**config.mk**
```make
export PLATFORM = sky130hd
export DESIGN_NAME = fetch_unit_flat
export DESIGN_NICKNAME = d
export VERILOG_FILES = /design/src/rtl/fetch_unit_if.sv /design/src/rtl/fetch_unit.sv /design/src/flat_wrapper.sv
export SDC_FILE = /design/constraint.sdc
export NUM_CORES = 1
export LEC_CHECK = 0
export CORE_MARGIN = 5
export CORE_UTILIZATION = 34
export DETAILED_ROUTE_END_ITERATION = 8
export GPL_ROUTABILITY_DRIVEN = 0
export PLACE_DENSITY = 0.76
export SYNTH_ARGS = -nofsm -noshare
export SYNTH_HDL_FRONTEND = slang
export SYNTH_SLANG_ARGS = --single-unit
```
**constraint.sdc**
```tcl
create_clock -name clock -period 2.49 [get_ports clock]
set_input_delay 0.498 -clock clock [delete_from_list [all_inputs] [get_ports clock]]
set_output_delay 0.498 -clock clock [all_outputs]
set_load 0.05 [all_outputs]
```
**src/rtl/fetch_unit_if.sv**
```systemverilog
// rtl/fetch_unit_if.sv - fetch stage bus: program handshake, control inputs, instruction memory port
interface fetch_unit_if #(
    parameter int PC_W    = 8,
    parameter int INSTR_W = 9
);
    logic               start;
    logic [PC_W-1:0]    start_addr;
    logic               stall;
    logic               branch;
    logic               branch_cond;
    logic               jmp_ctrl;
    logic [PC_W-1:0]    jmp_target;
    logic               done_ctrl;
    logic [PC_W-1:0]    imem_addr;
    logic [INSTR_W-1:0] imem_data;
    logic [INSTR_W-1:0] instruction;
    logic               instr_valid;
    logic [PC_W-1:0]    pc;
    logic               done;
`ifdef FETCH_INSTR_COUNT_EN
    logic [31:0]        instr_count;
`endif

    modport slave (
        input  start, start_addr, stall, branch, branch_cond,
        input  jmp_ctrl, jmp_target, done_ctrl, imem_data,
        output imem_addr, instruction, instr_valid, pc, done
`ifdef FETCH_INSTR_COUNT_EN
        , output instr_count
`endif
    );

    modport master (
        output start, start_addr, stall, branch, branch_cond,
        output jmp_ctrl, jmp_target, done_ctrl, imem_data,
        input  imem_addr, instruction, instr_valid, pc, done
`ifdef FETCH_INSTR_COUNT_EN
        , input instr_count
`endif
    );
endinterface

```
**src/rtl/fetch_unit.sv**
```systemverilog
// rtl/fetch_unit.sv - PC/fetch stage with IDLE/RUN/HALT sequencing; FETCH_INSTR_COUNT_EN adds a retired-instruction counter
module fetch_unit #(
    parameter int PC_W    = 8,
    parameter int INSTR_W = 9
) (
    input  logic           clock,
    input  logic           reset_n,
    fetch_unit_if.slave    bus
);
    typedef enum logic [1:0] {
        IDLE = 2'b00,
        RUN  = 2'b01,
        HALT = 2'b10
    } state_t;

    state_t          state_q, state_d;
    logic [PC_W-1:0] pc_q, pc_d;
    logic [PC_W-1:0] branch_offset;
    logic            start_accept;
    logic            retire;

    // 5-bit signed branch offset, sign-extended to PC width so the add wraps naturally
    assign branch_offset = {{(PC_W-5){bus.instruction[4]}}, bus.instruction[4:0]};
    assign start_accept  = bus.start && (state_q == IDLE || state_q == HALT);
    assign retire        = (state_q == RUN) && !bus.stall;

    always_ff @(posedge clock) begin
        if (!reset_n) begin
            state_q <= IDLE;
            pc_q    <= '0;
        end else begin
            state_q <= state_d;
            pc_q    <= pc_d;
        end
    end

    always_comb begin
        state_d = state_q;
        pc_d    = pc_q;
        case (state_q)
            IDLE, HALT: begin
                if (bus.start) begin
                    pc_d    = bus.start_addr;
                    state_d = RUN;
                end
            end
            RUN: begin
                if (!bus.stall) begin
                    if (bus.done_ctrl)
                        state_d = HALT;
                    else if (bus.jmp_ctrl)
                        pc_d = bus.jmp_target;
                    else if (bus.branch && bus.branch_cond)
                        pc_d = pc_q + branch_offset;
                    else
                        pc_d = pc_q + PC_W'(1);
                end
            end
            default: state_d = IDLE;
        endcase
    end

    assign bus.pc          = pc_q;
    assign bus.imem_addr   = pc_q;
    assign bus.instr_valid = (state_q == RUN);
    assign bus.done        = (state_q == HALT);
    assign bus.instruction = (state_q == RUN) ? bus.imem_data : '0;

`ifdef FETCH_INSTR_COUNT_EN
    logic [31:0] count_q;

    always_ff @(posedge clock) begin
        if (!reset_n || start_accept)
            count_q <= '0;
        else if (retire && count_q != 32'hFFFF_FFFF)
            count_q <= count_q + 32'd1;
    end

    assign bus.instr_count = count_q;
`else
    logic unused_ok;
    assign unused_ok = start_accept ^ retire;
`endif
endmodule

```
**src/flat_wrapper.sv**
```systemverilog
// flat-port wrapper written by rule: the top's interface ports become plain ports
module fetch_unit_flat 
#(
    parameter int PC_W    = 8,
    parameter int INSTR_W = 9
)
  (clock, reset_n, bus_start, bus_start_addr, bus_stall, bus_branch, bus_branch_cond, bus_jmp_ctrl, bus_jmp_target, bus_done_ctrl, bus_imem_data, bus_imem_addr, bus_instruction, bus_instr_valid, bus_pc, bus_done);
  fetch_unit_if #(.PC_W(PC_W), .INSTR_W(INSTR_W)) bus_i ();
  input  logic clock;
  input  logic reset_n;
  input wire logic [$bits(bus_i.start)-1:0] bus_start;
  input wire logic [$bits(bus_i.start_addr)-1:0] bus_start_addr;
  input wire logic [$bits(bus_i.stall)-1:0] bus_stall;
  input wire logic [$bits(bus_i.branch)-1:0] bus_branch;
  input wire logic [$bits(bus_i.branch_cond)-1:0] bus_branch_cond;
  input wire logic [$bits(bus_i.jmp_ctrl)-1:0] bus_jmp_ctrl;
  input wire logic [$bits(bus_i.jmp_target)-1:0] bus_jmp_target;
  input wire logic [$bits(bus_i.done_ctrl)-1:0] bus_done_ctrl;
  input wire logic [$bits(bus_i.imem_data)-1:0] bus_imem_data;
  output wire logic [$bits(bus_i.imem_addr)-1:0] bus_imem_addr;
  output wire logic [$bits(bus_i.instruction)-1:0] bus_instruction;
  output wire logic [$bits(bus_i.instr_valid)-1:0] bus_instr_valid;
  output wire logic [$bits(bus_i.pc)-1:0] bus_pc;
  output wire logic [$bits(bus_i.done)-1:0] bus_done;
  assign bus_i.start = bus_start;
  assign bus_i.start_addr = bus_start_addr;
  assign bus_i.stall = bus_stall;
  assign bus_i.branch = bus_branch;
  assign bus_i.branch_cond = bus_branch_cond;
  assign bus_i.jmp_ctrl = bus_jmp_ctrl;
  assign bus_i.jmp_target = bus_jmp_target;
  assign bus_i.done_ctrl = bus_done_ctrl;
  assign bus_i.imem_data = bus_imem_data;
  assign bus_imem_addr = bus_i.imem_addr;
  assign bus_instruction = bus_i.instruction;
  assign bus_instr_valid = bus_i.instr_valid;
  assign bus_pc = bus_i.pc;
  assign bus_done = bus_i.done;
  fetch_unit #(.PC_W(PC_W), .INSTR_W(INSTR_W)) u_core (.clock(clock), .reset_n(reset_n), .bus(bus_i));
endmodule
```
== Word-level counts from Yosys, hierarchy flattened ==
Index checks and enable logic that the tools add are counted.

* Add/subtract/negate cells: 2
* Equal/unequal tests: 6
* Multiplexer cells: 11
* Reductions and logical operators: 6

{| class="wikitable"
|+ Operators with widths
! operator !! number
|-
| $mux 8 || 5
|-
| $pmux 8 s2 || 1
|-
| $mux 9 || 1
|-
| $add 8x1->8 const B || 1
|-
| $add 8x8->8 || 1
|-
| $ne 2x2->1 const B || 4
|-
| $mux 2 || 3
|-
| $pmux 2 s2 || 1
|-
| $reduce_and 4->1 || 1
|-
| $reduce_and 3->1 || 1
|-
| $eq 2x1->1 const B || 1
|-
| $eq 2x2->1 const B || 1
|-
| $logic_not 2->1 || 1
|-
| $reduce_bool 2->1 || 1
|-
| $reduce_or 2->1 || 1
|-
| $logic_and 1x1->1 || 1
|}

* Register bits: 10

== Logic depth before layout (Yosys ltp) ==
Gate-level depths: netlist of the first run.

* Depth in word-level cells: 8
* Gate-level depth with buffers: 14

== Worst setup path before layout of the first run ==
OpenSTA, ideal clock, no wires.

* Path type: register to register
* Start: register u_core.state_q[0]
* End: register u_core.pc_q[7], in the netlist u_core.bus.imem_addr[7]
* Data arrival time: 3.019 ns
* Required time: 2.368 ns
* Path slack: -0.651 ns
* Cell stages (with the launch flop): 14
* Period minus slack after synthesis: 3.141 ns
* Cells stage by stage: dfxtp_1 > nand2b_1 > buf_2 > inv_1 > clkbuf_1 > and2_1 > nand2_1 > inv_1 > ha_1 > a211o_1 > a31oi_1 > o22ai_1 > and3_1 > o311a_1

* Cells in the longest elaborated chain, start to end: 8
* Elaborated cells between the ends (all ways): 16
* Classes of those cells: add/sub: 1; eq/ne: 5; mux: 6; reduce/logical: 4

{| class="wikitable"
|+ RTL lines
! what !! RTL line !! text
|-
| start: declaration || fetch_unit.sv:16 || <nowiki>state_t state_q, state_d;</nowiki>
|-
| start signal: assignment || fetch_unit.sv:32 || <nowiki>state_q <= state_d;</nowiki>
|-
| $eq 2x1->1 || - ||
|-
| $mux 9 || fetch_unit.sv:67 || <nowiki>assign bus.instruction = (state_q == RUN) ? bus.imem_data : '0;</nowiki>
|-
| via bus_instruction[1] || flat_wrapper.sv:21 || <nowiki>output wire logic [$bits(bus_i.instruction)-1:0] bus_instruction;</nowiki>
|-
| $add 8x8->8 || fetch_unit.sv:54 || <nowiki>pc_d = pc_q + branch_offset;</nowiki>
|-
| $mux 8 || fetch_unit.sv:53 || <nowiki>else if (bus.branch && bus.branch_cond)</nowiki>
|-
| $mux 8 || fetch_unit.sv:51 || <nowiki>else if (bus.jmp_ctrl)</nowiki>
|-
| $mux 8 || fetch_unit.sv:49 || <nowiki>if (bus.done_ctrl)</nowiki>
|-
| $mux 8 || fetch_unit.sv:48 || <nowiki>if (!bus.stall) begin</nowiki>
|-
| $pmux 8 s2 || fetch_unit.sv:40 || <nowiki>case (state_q)</nowiki>
|-
| end signal: assignment || fetch_unit.sv:33 || <nowiki>pc_q <= pc_d;</nowiki>
|-
| end: declaration || fetch_unit.sv:17 || <nowiki>logic [PC_W-1:0] pc_q, pc_d;</nowiki>
|}

The timed path passes the listed nets, and every way through them passes these cells. The select of a mux whose other input is x is not followed.
A chain may end at the register's enable or synchronous reset.

== Final worst setup path of the first run ==
* Start: input port bus_imem_data[1]
* End: register u_core.pc_q[3], in the netlist u_core.bus.imem_addr[3]

* Cells in the longest elaborated chain, start to end: 7

{| class="wikitable"
|+ RTL lines
! what !! RTL line !! text
|-
| start: declaration || flat_wrapper.sv:19 || <nowiki>input wire logic [$bits(bus_i.imem_data)-1:0] bus_imem_data;</nowiki>
|-
| $mux 9 || fetch_unit.sv:67 ||
|-
| $add 8x8->8 || fetch_unit.sv:54 ||
|-
| $mux 8 || fetch_unit.sv:53 ||
|-
| $mux 8 || fetch_unit.sv:51 ||
|-
| $mux 8 || fetch_unit.sv:49 ||
|-
| $mux 8 || fetch_unit.sv:48 ||
|-
| $pmux 8 s2 || fetch_unit.sv:40 ||
|}

Every way passes these cells. The select of a mux whose other input is x is not followed.

==> impl_results.rst, run 1 <==
.. list-table::
   :header-rows: 1

   * - Metric
     - Value
   * - Antenna violations before repair
     - 0
   * - Die area
     - 4200 sq um
   * - Reg-to-reg critical path endpoint
     - u_core.bus.imem_addr[3]
   * - Crit path required time
     - 2700 ps
   * - Maximum Capacitance Violations
     - 0
   * - H-tree levels
     - 1
   * - Leakage Power
     - 0.805 nW
   * - Total global routing overflow
     - 0
   * - RSZ-0062 raised after global routing
     - true
   * - Via count normalized by instance count
     - 5.44
   * - Hold Path Origin
     - u_core.bus.imem_addr[0]
   * - Via count
     - 1241
   * - DIE WIDTH
     - 64.8 microns
   * - Root buffer cell
     - sky130_fd_sc_hd__clkbuf_4
   * - Most instantiated flip-flop cell in the synthesis netlist
     - sky130_fd_sc_hd__dfxtp_1
   * - Number of buffers inserted by port buffering
     - 59
   * - Final cell area excluding filler cells
     - 1780 sq um
   * - Post-route DRC
     - 0
   * - # rows
     - 19
   * - Largest net degree at the start of global routing
     - 20
   * - Global-route total usage across every layer
     - 16.3%
   * - Pwr/cell area
     - 422 nW/um^2
   * - Worst reg2reg path startpoint
     - u_core.state_q[1]
   * - Achievable frequency
     - 414 MHz
   * - Antenna viol nets, final
     - 0
   * - Type of the worst setup path
     - in2reg
   * - Final count of hold timing violations
     - 0
   * - Max Slew Vio Count
     - 0
   * - Clock Sink Count
     - 10
   * - Transition at the pin with the smallest max-transition slack
     - 533 ps
   * - Synthesized area divided by synthesized cell count
     - 7.35 sq um
   * - Fraction of layout instances using a drive strength above 1
     - 19.8%
   * - Via count of the first global-routing pass
     - 1230
   * - Fraction of the yosys area taken by sequential cells
     - 19.6%
   * - Classification of the worst-slack hold path
     - reg2reg
   * - Initial cell density of the core
     - 36.1%
   * - Number of violations reported at the end of detailed-routing iteration 0
     - 42
   * - VDD IR max
     - 0.249 mV
   * - Post-layout min period
     - 2420 ps
   * - Boundary pin count
     - 60
   * - Element type at the critical path end
     - register
   * - Share of async-settable or async-resettable flops after synthesis
     - 0%
   * - Worst r2r path cells
     - 11
   * - Result of the run
     - completed
   * - Flip-flop and latch count after synthesis
     - 10
   * - Final setup fails
     - 0
   * - Cell Area, Placed
     - 1700 sq um
   * - Iteration count of the initial detailed-routing pass
     - 4
   * - Layout Skew
     - 7.87 ps
   * - Ant diodes
     - 0
   * - CTS max path bufs
     - 2
   * - Startpoint type of the worst setup path
     - primary input
   * - Highest-count cells in the layout ignoring fill and taps
     - 48 x sky130_fd_sc_hd__clkdlybuf4s50_1, 15 x sky130_fd_sc_hd__nand2_1, 13 x sky130_fd_sc_hd__buf_4
   * - Terminating pin of the worst hold path
     - u_core.bus.imem_addr[0]
   * - Crit path setup slack, layout
     - 72.2 ps
   * - Routed WL
     - 3390 microns
   * - Min-Delay Path Depth
     - 2
   * - Number of enable-type register cells in the synthesized netlist
     - 0
   * - Clock-pin slew on the worst setup and hold paths
     - 70 ps
   * - Final cycle utilization of the critical path
     - 97.1%
   * - Crit path max fanout
     - 3
   * - Syn nets
     - 177
   * - Endpoint arrival time on the critical path
     - 2630 ps
   * - Hold buffer count at cts
     - 0
   * - Most frequent standard cell in the layout excluding fill and tap cells
     - sky130_fd_sc_hd__clkdlybuf4s50_1
   * - YS warnings
     - 0
   * - Worst slew margin relative to its limit
     - 64.4%
   * - Worst Hold Margin
     - 581 ps
   * - Netlist area before placement
     - 1020 sq um
   * - Number of library cell types mapped by synthesis
     - 39
   * - Clock latency on the worst-skew pair
     - 270 ps
   * - First-pass GRT wire length
     - 5580 microns
   * - TritonCTS buffer count
     - 3
   * - Floorplan core area
     - 2830 sq um
   * - Dpl ws
     - -380 ps
   * - Total Power
     - 0.750 mW
   * - Synthesized instance count
     - 139
   * - # nets final
     - 236
   * - Core occupancy in the finished layout
     - 62.8%
   * - Area added between synthesis and finish
     - 74.1%
   * - Slack of the worst reg-to-reg path
     - 150 ps
   * - Half-perimeter wire length after placement
     - 2730 microns
   * - WL per Instance
     - 14.9 microns
   * - Die boundary height
     - 64.8 microns
   * - Clock tree from TritonCTS
     - yes
[where the power goes]
part	leakage, nW	internal (mW)	switching (mW)
registers	0.0832	0.174	0.0226
logic	0.700	0.176	0.221
clock network	0.0210	0.0888	0.0667
[synthesized netlist by cell type, types with 2 or more instances]
cell type                   number  area (sq um)
sky130_fd_sc_hd__a2111oi_0       2          17.5
sky130_fd_sc_hd__a21oi_1         6          30.0
sky130_fd_sc_hd__and2_1         11          68.8
sky130_fd_sc_hd__and3_1          6          37.5
sky130_fd_sc_hd__buf_4           8          60.1
sky130_fd_sc_hd__clkbuf_1        4          15.0
sky130_fd_sc_hd__dfxtp_1        10           200
sky130_fd_sc_hd__ha_1            4          50.1
sky130_fd_sc_hd__inv_1           8          30.0
sky130_fd_sc_hd__mux2i_1         5          50.1
sky130_fd_sc_hd__nand2_1        16          60.1
sky130_fd_sc_hd__nand2b_1        3          18.8
sky130_fd_sc_hd__nand3b_1        5          37.5
sky130_fd_sc_hd__nor2_1          7          26.3
sky130_fd_sc_hd__nor2b_1         6          37.5
sky130_fd_sc_hd__o211a_1         3          30.0
sky130_fd_sc_hd__o21ai_0        10          50.1
sky130_fd_sc_hd__o22ai_1         2          12.5
sky130_fd_sc_hd__o311a_1         3          30.0
[metal layers]
metal | part of all wire, % | track usage (%) | wire length, microns
met1 | 39 | 20.1 | 1340
met2 | 49 | 27.6 | 1660
met3 | 10 | 3.63 | 346
met4 | 1.5 | 6.07 | 50
met5 | 0 | 0 | 0
[registers in the layout (all words and copies together) (netlist names)]
name,count
u_core.bus.imem_addr,8
u_core.state_q,2
[layout make-up]
class | count | area, sq um
Tap cell | 31 | 38.8
Multi-Input combinational cell | 107 | 764
Clock buffer | 4 | 36.3
Fill cell | 247 | 1050
Sequential cell | 10 | 203
Inverter | 8 | 32.5
Timing Repair Buffer | 68 | 703
[critical path, cell delays in order]
cell and delay (ps):
sky130_fd_sc_hd__clkdlybuf4s50_1 400, sky130_fd_sc_hd__and2_4 160, sky130_fd_sc_hd__nand2_2 80, sky130_fd_sc_hd__inv_1 50, sky130_fd_sc_hd__ha_1 270, sky130_fd_sc_hd__a211o_1 340, sky130_fd_sc_hd__and3_4 170, sky130_fd_sc_hd__o311a_1 320
sky130_fd_sc_hd__o31ai_1 210, sky130_fd_sc_hd__and2_1 140
[worst max path at each step]
stage / startpoint / depth (start not counted) / to
floorplan: u_core.state_q[1] / 13 / u_core.bus.imem_addr[7]
global placement: bus_branch / 9 / u_core.bus.imem_addr[7]
detailed placement: bus_branch / 9 / u_core.bus.imem_addr[7]
CTS: bus_branch / 9 / u_core.bus.imem_addr[7]
global route: bus_imem_data[1] / 10 / u_core.bus.imem_addr[3]
finish: bus_imem_data[1] / 10 / u_core.bus.imem_addr[3]
[per-stage QoR]
step,TNS (ps),std cells
after floorplan,0,139
final,0,228
after detailed placement,-1890,223
after global routing,-148,228
after CTS,0,227
after global placement,-1410,223
[cells by family (layout without fill, tap and decap cells)]
group,Yosys count,count (layout),share of synthesized area (%)
buffers and inverters,22,80,11.2
xor gates and xnor gates,1,1,0.858
adders and majority gates,5,5,6.86
AOI/OAI and AO/OA,34,34,22.9
and+or+nand+nor,61,61,32.4
DFF,10,10,19.6
muxes,6,6,6.25
[timing repair]
item / in CTS / in global routing
gates resized for setup: 4 / 7
pin swaps: 1 / 4
setup buffers: 0 / 1
endpoints found under the setup margin: 3 / 6
hold endpoints to repair: 0 / 0
Power figures use the tool's default switching activity.
==> inputs of run 2 (changes only) <==
Settings changed: CORE_MARGIN 5 to not set.
==> impl_results.rst, run 2 (synthesized netlist as in run 1, its figures left out) <==
.. list-table::
   :header-rows: 1

   * - Metric
     - Value
   * - Result of the run
     - finished, violations left
   * - Violations in the final reports
     - design-rule violations
   * - Clock-pin slew on the worst setup and hold paths
     - 70 ps
   * - Net switching power
     - 0.315 mW
   * - Worst Hold Margin
     - 639 ps
   * - Clock latency on the worst-skew pair
     - 280 ps
   * - Dpl ws
     - -361 ps
   * - Number of violations reported at the end of detailed-routing iteration 0
     - 43
   * - Crit path required time
     - 2650 ps
   * - Total global routing overflow
     - 0
   * - Area added between synthesis and finish
     - 80.3%
   * - Total of fill cells in the finished design
     - 244
   * - Root buffer cell
     - sky130_fd_sc_hd__clkbuf_4
   * - Final cell area excluding filler cells
     - 1840 sq um
   * - Achievable frequency
     - 413 MHz
   * - Die boundary height
     - 56.8 microns
   * - Iteration count of the initial detailed-routing pass
     - 6
   * - Leakage Power
     - 0.844 nW
   * - Highest-count cells in the layout ignoring fill and taps
     - 46 x sky130_fd_sc_hd__clkdlybuf4s50_1, 19 x sky130_fd_sc_hd__buf_4, 15 x sky130_fd_sc_hd__nand2_1
   * - Via count normalized by instance count
     - 5.32
   * - Fraction of layout instances using a drive strength above 1
     - 23.9%
   * - Worst slew margin relative to its limit
     - 62.8%
   * - Launch point of the worst path
     - u_core.state_q[1]
   * - Post-route DRC
     - 6
   * - Clock Sink Count
     - 10
   * - Number of flip-flops under the largest register name
     - 8
   * - Final count of hold timing violations
     - 0
   * - Worst reg2reg path startpoint
     - u_core.state_q[1]
   * - Crit path max fanout
     - 5
   * - Transition at the pin with the smallest max-transition slack
     - 556 ps
   * - Final cycle utilization of the critical path
     - 97.2%
   * - Sequential group share of total power
     - 26.9%
   * - # rows
     - 19
   * - Routed WL
     - 3420 microns
   * - Core occupancy in the finished layout
     - 65.6%
   * - Cell Area, Placed
     - 1700 sq um
   * - Portion of total power attributed to combinational logic
     - 56.7%
   * - Fin cells
     - 232
   * - Startpoint type of the worst setup path
     - register
   * - Element type at the critical path end
     - register
   * - # nets final
     - 241
   * - Crit path setup slack, layout
     - 70.2 ps
   * - Classification of the worst-slack hold path
     - reg2reg
   * - Met1 Use GR
     - 24.5%
   * - Setup TNS
     - 0 ps
   * - Endpoint arrival time on the critical path
     - 2580 ps
   * - DIE WIDTH
     - 56.8 microns
   * - Clk pwr share
     - 16.4%
   * - Via count
     - 1235
   * - CTS max path bufs
     - 2
   * - Largest net degree at the start of global routing
     - 20
   * - Global-route total usage across every layer
     - 21.1%
   * - Hold buffer count at cts
     - 0
   * - Die area
     - 3230 sq um
   * - Number of buffers inserted by port buffering
     - 59
   * - Hold Path Origin
     - u_core.state_q[0]
   * - Half-perimeter wire length after placement
     - 2530 microns
   * - TritonCTS buffer count
     - 3
   * - Final setup fails
     - 0
   * - Type of the worst setup path
     - reg2reg
   * - Total Power
     - 0.727 mW
   * - Routing usage on met2
     - 34.7%
   * - VDD IR max
     - 0.217 mV
   * - Met3 usage in global routing
     - 4.38%
   * - H-tree levels
     - 1
   * - Cells after DPL
     - 223
   * - Floorplan core area
     - 2810 sq um
   * - Clock tree from TritonCTS
     - yes
   * - Busiest metal layer after global routing
     - met2
   * - Max Slew Vio Count
     - 0
   * - Ant diodes
     - 0
   * - Switching share of power
     - 43.3%
   * - Antenna violations before repair
     - 0
   * - Pwr/cell area
     - 395 nW/um^2
   * - Maximum Capacitance Violations
     - 0
   * - Boundary pin count
     - 60
   * - Post-layout min period
     - 2420 ps
   * - First-pass GRT wire length
     - 5190 microns
   * - Internal power summed over all cells
     - 0.412 mW
   * - Antenna viol nets, final
     - 0
   * - Most frequent standard cell in the layout excluding fill and tap cells
     - sky130_fd_sc_hd__clkdlybuf4s50_1
   * - WL per Instance
     - 14.7 microns
   * - Layout Skew
     - 7.92 ps
   * - Initial cell density of the core
     - 36.4%
   * - Via count of the first global-routing pass
     - 1183
[run 2: repair_timing]
| item | 4_1_cts | 5_1_grt |
|---|---|---|
| resized for setup | 3 | 17 |
| buffers inserted | 0 | 6 |
| endpoints found under the setup margin | 5 | 6 |
| hold endpoints to repair | 0 | 0 |
| pin swaps | 0 | 8 |
| gates cloned | 0 | 0 |
[run 2: worst max-delay path: stages (launching register included)]
cell and delay, ps:
sky130_fd_sc_hd__dfxtp_4 360, sky130_fd_sc_hd__nand2b_4 140, sky130_fd_sc_hd__clkinv_4 70, sky130_fd_sc_hd__buf_4 140, sky130_fd_sc_hd__and3_1 190, sky130_fd_sc_hd__ha_4 180, sky130_fd_sc_hd__a211o_1 330, sky130_fd_sc_hd__and3_4 210
sky130_fd_sc_hd__o22a_1 180, sky130_fd_sc_hd__and3_1 160, sky130_fd_sc_hd__o311a_1 360
[run 2: per-layer routing]
layer  vias up  wire (microns)
met5         -               0
met4         0              91
met3        10             217
met2        52            1690
met1       562            1420
li1        611               -
[run 2: worst paths after layout]
check / endpoint / slack, ps / cells past startpoint
setup / recovery: u_core.bus.imem_addr[7] / 70 / 10
hold / removal: u_core.state_q[1] / 640 / 2
setup reg to reg: u_core.bus.imem_addr[7] / 70 / 10
hold reg to reg: u_core.state_q[1] / 640 / 2
[run 2: layout make-up]
cell class,count,area [sq um],area share (%)
clock buffers,3,22.5,1.22
inverters,8,35.0,1.90
repair buffers,73,741,40.2
multi-input cells,107,798,43.4
well taps,31,38.8,2.11
flip-flops and latches,10,205,11.1
[run 2: power by group through the flow]
stage	sequential [mW]	clock (mW)	combinational, mW
4_1_cts	0.195	0.123	0.396
3_5_place_dp	0.199	0	0.392
5_1_grt	0.199	0.131	0.433
3_3_place_gp	0.197	0	0.384
2_1_floorplan	0.236	0	0.209
6_report	0.196	0.119	0.412
